==> src/rtl/tft_rd_sched_pkg.sv <==
// Shared types and constants for the TFT read-side scheduler.
// Latency: n/a (types and constants only).
// Backpressure: n/a.
// Contents: panel geometry, RGB565 pixel type, scheduler FSM encoding, counter-width helper.
package tft_rd_sched_pkg;

    localparam int TFT_H_VALID = 480;
    localparam int TFT_V_VALID = 272;
    localparam int RGB565_W    = 16;

    typedef logic [RGB565_W-1:0] rgb565_t;

    typedef enum logic [1:0] {
        S_IDLE      = 2'd0,
        S_WAIT_INIT = 2'd1,
        S_PRIME     = 2'd2,
        S_RUN       = 2'd3
    } state_t;

    // Width for a counter that spans 0..n-1; never narrower than one bit.
    function automatic int cnt_w(input int n);
        return (n < 2) ? 1 : $clog2(n);
    endfunction

endpackage

==> src/rtl/tft_rd_sched_if.sv <==
// Bundle between the read scheduler, the SDRAM read FIFO and the tft_disp timing block.
// Latency: n/a (wires only).
// Backpressure: none; the FIFO empty flag is the only flow-control signal.
// master: scheduler side (drives pops, pixel data, control pulses and status).
// slave : environment side (drives init level, pixel requests, FIFO flags and data).
interface tft_rd_sched_if
    import tft_rd_sched_pkg::*;
#(
    parameter int UF_CNT_W = 8
);
    // Environment -> scheduler
    logic                sdram_init_done;
    logic                read_data_req;
    logic                fifo_empty;
    rgb565_t             fifo_q;

    // Scheduler -> environment
    logic                fifo_rd_en;
    rgb565_t             pix_data;
    logic                rd_enable;
    logic                rd_restart;
    logic                fifo_flush;
    logic                disp_rst_n;
    logic                bl;
    logic                frame_done;
    logic                underflow;
    logic [UF_CNT_W-1:0] uf_cnt;

    modport master (
        input  sdram_init_done, read_data_req, fifo_empty, fifo_q,
        output fifo_rd_en, pix_data, rd_enable, rd_restart, fifo_flush,
               disp_rst_n, bl, frame_done, underflow, uf_cnt
    );

    modport slave (
        output sdram_init_done, read_data_req, fifo_empty, fifo_q,
        input  fifo_rd_en, pix_data, rd_enable, rd_restart, fifo_flush,
               disp_rst_n, bl, frame_done, underflow, uf_cnt
    );

endinterface

==> src/rtl/tft_rd_sched.sv <==
// Read-side scheduler: display bring-up sequencing, request-to-pop conversion, frame tracking.
// Latency: pop is combinational with the request; pixel data one cycle after the request.
// Backpressure: none; an empty FIFO on a request substitutes FILL_COLOR and counts an underflow.
// Ports: i_clk_9m pixel clock, i_sysrst_n async active-low reset,
//        bus (master) FIFO pop/data, pixel output, SDRAM read enable/restart/flush,
//        display reset, backlight, frame-done pulse and underflow status.
module tft_rd_sched
    import tft_rd_sched_pkg::*;
#(
    parameter int      H_VALID    = TFT_H_VALID,
    parameter int      V_VALID    = TFT_V_VALID,
    parameter int      BL_DLY_CYC = 9000,
    parameter rgb565_t FILL_COLOR = 16'h0000,
    parameter int      UF_CNT_W   = 8
) (
    input  logic           i_clk_9m,
    input  logic           i_sysrst_n,
    tft_rd_sched_if.master bus
);

    localparam int PX_W = cnt_w(H_VALID);
    localparam int LN_W = cnt_w(V_VALID);
    localparam int BL_W = cnt_w(BL_DLY_CYC);

    localparam logic [PX_W-1:0]     PX_LAST = PX_W'(H_VALID - 1);
    localparam logic [LN_W-1:0]     LN_LAST = LN_W'(V_VALID - 1);
    localparam logic [BL_W-1:0]     BL_LAST = BL_W'(BL_DLY_CYC - 1);
    localparam logic [UF_CNT_W-1:0] UF_MAX  = '1;

    state_t              state;
    state_t              state_nxt;
    logic                rd_enable_c;

    logic [PX_W-1:0]     px_cnt;
    logic [LN_W-1:0]     ln_cnt;
    logic [BL_W-1:0]     bl_cnt;
    logic                bl_q;
    logic                disp_rst_n_q;
    logic                hit_q;
    logic                uf_frame;
    logic                underflow_q;
    logic [UF_CNT_W-1:0] uf_cnt_q;
    logic                frame_done_q;
    logic                rd_restart_q;
    logic                fifo_flush_q;

    logic                in_run;
    logic                run_ok;
    logic                pop;
    logic                uf_ev;
    logic                slot;
    logic                frame_end;

    // ------------------------------------------------------------------
    // Bring-up FSM
    // ------------------------------------------------------------------
    always_ff @(posedge i_clk_9m or negedge i_sysrst_n) begin
        if (!i_sysrst_n) begin
            state <= S_IDLE;
        end else begin
            state <= state_nxt;
        end
    end

    always_comb begin
        state_nxt   = state;
        rd_enable_c = 1'b0;
        unique case (state)
            S_IDLE: begin
                state_nxt = S_WAIT_INIT;
            end
            S_WAIT_INIT: begin
                if (bus.sdram_init_done) begin
                    state_nxt = S_PRIME;
                end
            end
            S_PRIME: begin
                rd_enable_c = 1'b1;
                if (!bus.sdram_init_done) begin
                    state_nxt = S_WAIT_INIT;
                end else if (!bus.fifo_empty) begin
                    state_nxt = S_RUN;
                end
            end
            S_RUN: begin
                rd_enable_c = 1'b1;
                if (!bus.sdram_init_done) begin
                    state_nxt = S_WAIT_INIT;
                end
            end
            default: begin
                state_nxt = S_IDLE;
            end
        endcase
    end

    // ------------------------------------------------------------------
    // Request decode
    // ------------------------------------------------------------------
    assign in_run = (state == S_RUN);
    // Running and staying in RUN next cycle; losing init_done clears all
    // per-frame tracking, so nothing frame-related is launched that cycle.
    assign run_ok    = in_run & bus.sdram_init_done;
    assign pop       = in_run & bus.read_data_req & ~bus.fifo_empty;
    assign uf_ev     = in_run & bus.read_data_req &  bus.fifo_empty;
    // A request consumes a pixel slot whether or not the FIFO had data.
    assign slot      = run_ok & bus.read_data_req;
    assign frame_end = slot & (px_cnt == PX_LAST) & (ln_cnt == LN_LAST);

    // ------------------------------------------------------------------
    // Display release, backlight delay, position tracking
    // ------------------------------------------------------------------
    always_ff @(posedge i_clk_9m or negedge i_sysrst_n) begin
        if (!i_sysrst_n) begin
            disp_rst_n_q <= 1'b0;
            bl_cnt       <= '0;
            bl_q         <= 1'b0;
            px_cnt       <= '0;
            ln_cnt       <= '0;
        end else begin
            // Registered: tft_disp leaves reset the cycle after RUN entry.
            disp_rst_n_q <= run_ok;

            // bl_cnt is 0 on the RUN entry cycle; backlight turns on the
            // cycle after it reaches its last value and then holds.
            if (!run_ok) begin
                bl_cnt <= '0;
                bl_q   <= 1'b0;
            end else if (bl_cnt == BL_LAST) begin
                bl_q   <= 1'b1;
            end else begin
                bl_cnt <= bl_cnt + 1'b1;
            end

            if (!run_ok) begin
                px_cnt <= '0;
                ln_cnt <= '0;
            end else if (bus.read_data_req) begin
                if (px_cnt == PX_LAST) begin
                    px_cnt <= '0;
                    ln_cnt <= (ln_cnt == LN_LAST) ? '0 : ln_cnt + 1'b1;
                end else begin
                    px_cnt <= px_cnt + 1'b1;
                end
            end
        end
    end

    // ------------------------------------------------------------------
    // Data path, underflow accounting, frame-end pulses
    // ------------------------------------------------------------------
    always_ff @(posedge i_clk_9m or negedge i_sysrst_n) begin
        if (!i_sysrst_n) begin
            hit_q        <= 1'b0;
            uf_frame     <= 1'b0;
            underflow_q  <= 1'b0;
            uf_cnt_q     <= '0;
            frame_done_q <= 1'b0;
            rd_restart_q <= 1'b0;
            fifo_flush_q <= 1'b0;
        end else begin
            hit_q <= pop;

            // Status survives an init_done drop; only reset clears it.
            if (uf_ev) begin
                underflow_q <= 1'b1;
                if (uf_cnt_q != UF_MAX) begin
                    uf_cnt_q <= uf_cnt_q + 1'b1;
                end
            end

            // An underflow on the last pixel still forces this frame's flush.
            frame_done_q <= frame_end;
            rd_restart_q <= frame_end;
            fifo_flush_q <= frame_end & (uf_frame | uf_ev);

            if (!run_ok || frame_end) begin
                uf_frame <= 1'b0;
            end else if (uf_ev) begin
                uf_frame <= 1'b1;
            end
        end
    end

    // ------------------------------------------------------------------
    // Outputs
    // ------------------------------------------------------------------
    assign bus.fifo_rd_en = pop;
    assign bus.pix_data   = hit_q ? bus.fifo_q : FILL_COLOR;
    assign bus.rd_enable  = rd_enable_c;
    assign bus.rd_restart = rd_restart_q;
    assign bus.fifo_flush = fifo_flush_q;
    assign bus.disp_rst_n = disp_rst_n_q;
    assign bus.bl         = bl_q;
    assign bus.frame_done = frame_done_q;
    assign bus.underflow  = underflow_q;
    assign bus.uf_cnt     = uf_cnt_q;

endmodule
==> src/flat_wrapper.sv <==
// flat-port wrapper written by rule: the top's interface ports become plain ports
module tft_rd_sched_flat import tft_rd_sched_pkg::*;
#(
    parameter int      H_VALID    = TFT_H_VALID,
    parameter int      V_VALID    = TFT_V_VALID,
    parameter int      BL_DLY_CYC = 9000,
    parameter rgb565_t FILL_COLOR = 16'h0000,
    parameter int      UF_CNT_W   = 8
)
  (i_clk_9m, i_sysrst_n, bus_sdram_init_done, bus_read_data_req, bus_fifo_empty, bus_fifo_q, bus_fifo_rd_en, bus_pix_data, bus_rd_enable, bus_rd_restart, bus_fifo_flush, bus_disp_rst_n, bus_bl, bus_frame_done, bus_underflow, bus_uf_cnt);
  tft_rd_sched_if #(.UF_CNT_W(UF_CNT_W)) bus_i ();
  input  logic i_clk_9m;
  input  logic i_sysrst_n;
  input wire logic [$bits(bus_i.sdram_init_done)-1:0] bus_sdram_init_done;
  input wire logic [$bits(bus_i.read_data_req)-1:0] bus_read_data_req;
  input wire logic [$bits(bus_i.fifo_empty)-1:0] bus_fifo_empty;
  input wire logic [$bits(bus_i.fifo_q)-1:0] bus_fifo_q;
  output wire logic [$bits(bus_i.fifo_rd_en)-1:0] bus_fifo_rd_en;
  output wire logic [$bits(bus_i.pix_data)-1:0] bus_pix_data;
  output wire logic [$bits(bus_i.rd_enable)-1:0] bus_rd_enable;
  output wire logic [$bits(bus_i.rd_restart)-1:0] bus_rd_restart;
  output wire logic [$bits(bus_i.fifo_flush)-1:0] bus_fifo_flush;
  output wire logic [$bits(bus_i.disp_rst_n)-1:0] bus_disp_rst_n;
  output wire logic [$bits(bus_i.bl)-1:0] bus_bl;
  output wire logic [$bits(bus_i.frame_done)-1:0] bus_frame_done;
  output wire logic [$bits(bus_i.underflow)-1:0] bus_underflow;
  output wire logic [$bits(bus_i.uf_cnt)-1:0] bus_uf_cnt;
  assign bus_i.sdram_init_done = bus_sdram_init_done;
  assign bus_i.read_data_req = bus_read_data_req;
  assign bus_i.fifo_empty = bus_fifo_empty;
  assign bus_i.fifo_q = bus_fifo_q;
  assign bus_fifo_rd_en = bus_i.fifo_rd_en;
  assign bus_pix_data = bus_i.pix_data;
  assign bus_rd_enable = bus_i.rd_enable;
  assign bus_rd_restart = bus_i.rd_restart;
  assign bus_fifo_flush = bus_i.fifo_flush;
  assign bus_disp_rst_n = bus_i.disp_rst_n;
  assign bus_bl = bus_i.bl;
  assign bus_frame_done = bus_i.frame_done;
  assign bus_underflow = bus_i.underflow;
  assign bus_uf_cnt = bus_i.uf_cnt;
  tft_rd_sched #(.H_VALID(H_VALID), .V_VALID(V_VALID), .BL_DLY_CYC(BL_DLY_CYC), .FILL_COLOR(FILL_COLOR), .UF_CNT_W(UF_CNT_W)) u_core (.i_clk_9m(i_clk_9m), .i_sysrst_n(i_sysrst_n), .bus(bus_i));
endmodule
==> config.mk <==
export PLATFORM = sky130hd
export DESIGN_NAME = tft_rd_sched_flat
export DESIGN_NICKNAME = d
export VERILOG_FILES = /design/src/rtl/tft_rd_sched_pkg.sv /design/src/rtl/tft_rd_sched_if.sv /design/src/rtl/tft_rd_sched.sv /design/src/flat_wrapper.sv
export SDC_FILE = /design/constraint.sdc
export NUM_CORES = 1
export LEC_CHECK = 0
export CORE_MARGIN = 10
export CORE_UTILIZATION = 40
export CTS_BUF_LIST = sky130_fd_sc_hd__clkbuf_4 sky130_fd_sc_hd__clkbuf_8
export DETAILED_ROUTE_END_ITERATION = 10
export RECOVER_POWER = 100
export SLEW_MARGIN = 40
export SYNTH_ARGS = -nofsm -noshare
export SYNTH_HDL_FRONTEND = slang
export SYNTH_SLANG_ARGS = --single-unit
==> constraint.sdc <==
create_clock -name i_clk_9m -period 5.53 [get_ports i_clk_9m]
set_clock_uncertainty 0.05 [all_clocks]
set_input_delay 1.3825 -clock i_clk_9m [delete_from_list [all_inputs] [get_ports i_clk_9m]]
set_output_delay 1.3825 -clock i_clk_9m [all_outputs]
set_load 0.05 [all_outputs]
==> flow_metrics.tcl, run 1 <==
set metrics [dict create \
    outcome "complete, but fails checks" \
    violations "capacitance limit, slew limit" \
    cts_buffers 5 \
    antenna_found_initial 0 \
    yosysUniqueCellTypes 45 \
    cts_tree "done" \
    finalSetupViolations 0 \
    cts-hold-fix-buffers 0 \
    synth_edf_count 0 \
    drt.antenna.violating_nets 0 \
    syn-instance-count 269 \
    clk_pin_slew_ns 0.10 \
    grt_max_degree 50 \
    cp_cell_sequence "dlygate4sd3_1, nand2_1, nor2_1, dlygate4sd3_1" \
    synth_nets 298 \
    grt_pass1_wl_mm 10.0 \
    crit_path_max_fanout 14 \
    worstSkewPairLatency_ns 0.30 \
    synth_area_sq_um 2590 \
    cts.htree.levels 2 \
    hold_violations 0 \
    cts_root_buf "clkbuf_8" \
    io_buffers 52 \
    crit_path_frequent_cell "dlygate4sd3_1" \
    fmax_mhz 212 \
    syn_to_final_growth_pct 26.3 \
    io_pins 53 \
    grt_pass1_vias 1993 \
    cp_slowest_stage_delay_ns 0.89 \
    yosys.area.top_type "dfrtp_1" \
    syn_avg_cell_area_sq_um 9.63 \
    yosys-top-cells-area "dfrtp_1 47%, and2_1 3.9%, ha_1 3.9%" \
    via_per_inst 5.34 \
    stdcell_area_sq_um 3270 \
    min_period_ns 4.72 \
    drtPass1Iterations 4 \
    p_leak_nw 1.43 \
    start_kind "input pin" \
    cp.required_ns 4.10 \
    cp_slowest_cell "dlygate4sd3_1" \
    yosys_warnings 0 \
    worst_pin_slew_ns 2.58 \
    cap_viol_max_count 1 \
    cts.sinks 49 \
    num_vias 2119 \
    wl_per_cell_um 14.5 \
    fin_tns_setup_ns 0 \
    max_slew_margin_pct -72.3 \
    dp_hpwl_mm 4.23 \
    start_util_pct 41.0 \
    p_per_area_nw_per_um2 271 \
    synth-seq-area-share_pct 47.3 \
    die-area_sq_um 10100 \
    cts_resized 0 \
    yosysTopAreaCellShare_pct 47.3 \
    cts_setup_buffers 0 \
    max-vdd-ir-drop_uv 200 \
    rows 29 \
    synth_common_cells "49 x dfrtp_1, 23 x nor2_1, 20 x nand2_1, 16 x and2_1, 13 x nand3_1" \
    hold_path.class "reg -> reg" \
    fp.dieW_um 100 \
    dpl_cell_area_sq_um 3180 \
    ys_ff_latch 49 \
    nNetsFinal 348 \
    cts_buffer_depth 2 \
    drive_above_1_share_pct 5.63 \
    drc 0 \
    gr-total-overflow 0 \
    rsz0062_at_grt "no" \
    n_fill_cell 626 \
    wl_mm 5.76 \
    synth_most_common_cell "dfrtp_1" \
    worstSetupPathType "in -> out" \
    drt_iter0_markers 87 \
    place_congestion 0.841 \
    synth-main-ff-cell "dfrtp_1" \
    n_antenna_cell 0 \
    path_delay_family "buffers and inverters" \
    worst_setup_path_end_kind "output port" \
    coreArea_sq_um 6310 \
    die_y_um 100 \
    finalCritPeriodShare_pct 85.4 \
    synthArstFlopShare_pct 100 \
    slew_violations 50 \
    grt_usage_pct 11.9 \
    worst-path-buf-inv 2 \
    cp.arrival_ns 3.29 \
]
==> kinds of logic after synthesis <==
logic type / after synthesis / synth area share [%]
xor gates and xnor gates: 18 / 6.08
adders and majority gates: 8 / 3.86
DFF: 49 / 47.3
muxes: 5 / 1.98
and+or+nand+nor: 127 / 27.4
AOI/OAI and AO/OA: 42 / 10.2
buffers and inverters: 20 / 3.14
==> power by group <==
group          total (mW)  leakage, nW  internal, mW  switching, mW
Sequential          0.402        0.674         0.381         0.0216
Combinational       0.220        0.703        0.0743          0.146
Clock               0.263       0.0543         0.136          0.128
Total               0.885         1.43         0.590          0.295
==> per-layer routing <==
metal | vias up | track usage, % | routed length [um] | part of all wire, %
li1 | 1052 | - | - | -
met1 | 1029 | 16.1 | 2700 | 47
met2 | 34 | 18.7 | 2810 | 49
met3 | 4 | 2.54 | 210 | 3.6
met4 | 0 | 2.93 | 40 | 0.69
met5 | - | 0 | 0 | 0
==> final timing paths <==
| path | slack, ns | end | cells past startpoint | from |
|---|---|---|---|---|
| setup reg to reg | 3.12 | u_core.px_cnt[3] | 6 | u_core.state[0] |
| hold reg to reg | 0.43 | u_core.bus.underflow | 1 | u_core.bus.underflow |
| setup / recovery | 0.81 | bus_fifo_rd_en | 4 | bus_read_data_req |
| max in group asynchronous | 2.05 | u_core.px_cnt[8] | 2 | i_sysrst_n |
| hold / removal | 0.43 | u_core.bus.underflow | 1 | u_core.bus.underflow |
| min in group asynchronous | 1.91 | u_core.bus.uf_cnt[7] | 2 | i_sysrst_n |
==> sequential cells by signal, indices dropped and copies added, names as in the netlist <==
register,flops
u_core.bl_cnt,14
u_core.bus.underflow,1
u_core.bus.fifo_flush,1
u_core.bus.bl,1
u_core.state,2
u_core.ln_cnt,9
u_core.bus.uf_cnt,8
u_core.uf_frame,1
u_core.bus.disp_rst_n,1
u_core.bus.frame_done,1
u_core.hit_q,1
u_core.px_cnt,9
==> placed cells by master (no fill, tap or decap), types with 2 or more instances in the layout <==
master / n
a21oi_1: 12
a31oi_1: 6
and2_1: 16
and3_1: 8
and4_1: 2
clkbuf_1: 2
clkbuf_8: 5
clkdlybuf4s50_1: 16
dfrtp_1: 49
dlygate4sd3_1: 35
ha_1: 8
inv_1: 9
mux2i_1: 4
nand2_1: 20
nand2b_1: 3
nand3_1: 14
nand3b_1: 2
nand4_1: 9
nor2_1: 23
nor2b_1: 3
nor3_1: 6
nor4_1: 6
o2111ai_1: 5
o21a_1: 3
o21ai_0: 9
or2_2: 2
or3_1: 4
or3_2: 2
or4_1: 2
xnor2_1: 9
xor2_1: 9
==> final cells by class <==
| type | instances | area [sq um] | share of cell area, % |
|---|---|---|---|
| Clock inverter | 3 | 46.3 | 1.41 |
| Clock buffer | 5 | 68.8 | 2.10 |
| Sequential cell | 49 | 1230 | 37.5 |
| Multi-Input combinational cell | 200 | 1280 | 39.1 |
| Inverter | 9 | 33.8 | 1.03 |
| Timing Repair Buffer | 54 | 523 | 16.0 |
| Tap cell | 77 | 96.3 | 2.94 |
==> stage by stage <==
| step | std cells | hold WS (ns) | worst slack [ns] | power [mW] | util (%) |
|---|---|---|---|---|---|
| detailed placement | 389 | 0.415 | 0.918 | 0.645 | 50.3 |
| CTS | 397 | 0.440 | 0.913 | 0.912 | 52.1 |
| finish | 397 | 0.425 | 0.806 | 0.885 | 51.8 |
| global route | 397 | 0.452 | 0.679 | 0.936 | 51.8 |
| global placement | 389 | 0.402 | 0.937 | 0.640 | 50.2 |
| floorplan | 269 | 0.409 | 1.71 | 0.555 | - |
Power figures use the tool's default switching activity.
==> inputs of run 2 (changes only) <==
GPL_ROUTABILITY_DRIVEN = 0   (was unset)
==> results of run 2 <==
The final DEF is identical to that of run 1; final timing and power are the same.
==> inputs of run 3 (changes only) <==
CORE_MARGIN = unset   (was 10)
CORE_UTILIZATION = 35   (was 40)
==> flow_metrics.tcl, run 3 (synthesis gave the netlist of run 1 again) <==
set metrics [dict create \
    slew_violations 50 \
    n_antenna_cell 0 \
    sw_frac_of_total_pct 32.8 \
    rsz0062_at_grt "no" \
    cts_tree "done" \
    fmax_mhz 212 \
    nNetsFinal 348 \
    via_per_inst 4.90 \
    cp_cell_sequence "dlygate4sd3_1, nand2_1, nor2_1, dlygate4sd3_1" \
    seqPwrFrac_pct 45.8 \
    cp.arrival_ns 3.29 \
    clk_pin_slew_ns 0.10 \
    drtPass1Iterations 4 \
    wl_mm 5.15 \
    pwr-share-clk_pct 29.4 \
    io_pins 53 \
    holdPathStages 1 \
    cts_resized 0 \
    io_buffers 52 \
    worst_setup_path_end_kind "output port" \
    total_power_mw 0.879 \
    dp_hpwl_mm 3.72 \
    reg2reg_depth 6 \
    fin_util_pct 45.8 \
    cts.htree.levels 2 \
    hold_path.class "reg -> reg" \
    finalSetupViolations 0 \
    p_per_area_nw_per_um2 266 \
    cp_slowest_stage_delay_ns 0.88 \
    r2r_slack_ns 2.74 \
    r2r-start "u_core.state[0]" \
    grt_pass1_wl_mm 9.21 \
    cp.required_ns 4.10 \
    worstReg2RegEnd "u_core.ln_cnt[8]" \
    drt_iter0_markers 89 \
    cts_setup_buffers 0 \
    antenna_found_initial 0 \
    drc 0 \
    multi_input_area_sq_um 1280 \
    drive_above_1_share_pct 5.63 \
    max-vdd-ir-drop_uv 184 \
    worstSkewPairLatency_ns 0.29 \
    cts-hold-fix-buffers 0 \
    outcome "complete, but fails checks" \
    cap_viol_max_count 1 \
    min_period_ns 4.73 \
    n_fill_cell 708 \
    hold_violations 0 \
    path_delay_family "buffers and inverters" \
    drt.antenna.violating_nets 0 \
    crit_path_frequent_cell "dlygate4sd3_1" \
    cts_buffer_depth 2 \
    die_y_um 88.0 \
    fin_tns_setup_ns 0 \
    p_leak_nw 1.43 \
    coreArea_sq_um 7210 \
    whs_ns 0.429 \
    cts.sinks 49 \
    syn_to_final_growth_pct 27.4 \
    grt_max_degree 50 \
    p_comb_share_pct 24.8 \
    num_vias 2054 \
    fp.dieW_um 88.0 \
    finalCritPeriodShare_pct 85.5 \
    start_kind "input pin" \
    cts_buffers 5 \
    max_slew_margin_pct -74.6 \
    layout_common_cells "49 x dfrtp_1, 35 x dlygate4sd3_1, 23 x nor2_1" \
    cp_slowest_cell "dlygate4sd3_1" \
    final_common_cell "dfrtp_1" \
    hp-start "u_core.bus.underflow" \
    finalWorstSetupSlack_ns 0.804 \
    p_sw_mw 0.288 \
    worst-path-buf-inv 2 \
    gr-total-overflow 0 \
    wl_per_cell_um 12.3 \
    regArea_sq_um 1230 \
    worstSetupPathType "in -> out" \
    die-area_sq_um 7750 \
    p_int_mw 0.591 \
    rows 31 \
    start_util_pct 35.9 \
    worstHoldEndpoint "u_core.bus.underflow" \
    top_regs "u_core.bl_cnt (14), u_core.ln_cnt (9), u_core.px_cnt (9)" \
    largest_reg_flops 14 \
    grt_usage_pct 14.9 \
    worst_pin_slew_ns 2.62 \
    largest_register "u_core.bl_cnt" \
    dp_worst_setup_slack_ns 0.936 \
    violations "capacitance limit, slew limit" \
    cts_root_buf "clkbuf_8" \
    crit_path_max_fanout 14 \
    grt_pass1_vias 1981 \
]
run 3: cell counts in the layout (fill, tap and decap cells not counted):
Identical to the previous run, type by type.
run 3: routing by layer:
metal	up-vias	GRT usage, %	wire length [um]
met5	-	0	0
met4	0	4.40	78
met3	6	3.20	156
met1	965	20.3	2550
li1	1055	-	-
met2	28	24.0	2370
run 3: final cells by class:
cell class	instances	share of cell area, %
well taps	99	3.75
repair buffers	54	15.8
clock inverters	3	1.40
clock buffers	5	2.08
multi-input cells	200	38.7
inverters	9	1.02
flip-flops and latches	49	37.1
run 3: worst max-delay path by stage:
stage          cells after the start             end              start
3_5_place_dp                       4  bus_fifo_rd_en  bus_read_data_req
2_1_floorplan                      3  bus_fifo_rd_en  bus_read_data_req
6_report                           4  bus_fifo_rd_en  bus_read_data_req
4_1_cts                            4  bus_fifo_rd_en  bus_read_data_req
5_1_grt                            4  bus_fifo_rd_en  bus_read_data_req
3_3_place_gp                       4  bus_fifo_rd_en  bus_read_data_req
run 3: stage by stage:
stage               cells  cell area, sq um
floorplan             269              2590
global placement      411              3200
detailed placement    411              3200
CTS                   419              3320
global route          419              3300
finish                419              3300
run 3: power groups by stage:
stage / Sequential (mW) / Combinational (mW) / Clock (mW)
floorplan: 0.456 / 0.0993 / 0
global placement: 0.411 / 0.227 / 0
finish: 0.402 / 0.218 / 0.259
global route: 0.407 / 0.239 / 0.283
detailed placement: 0.411 / 0.231 / 0
CTS: 0.404 / 0.231 / 0.271
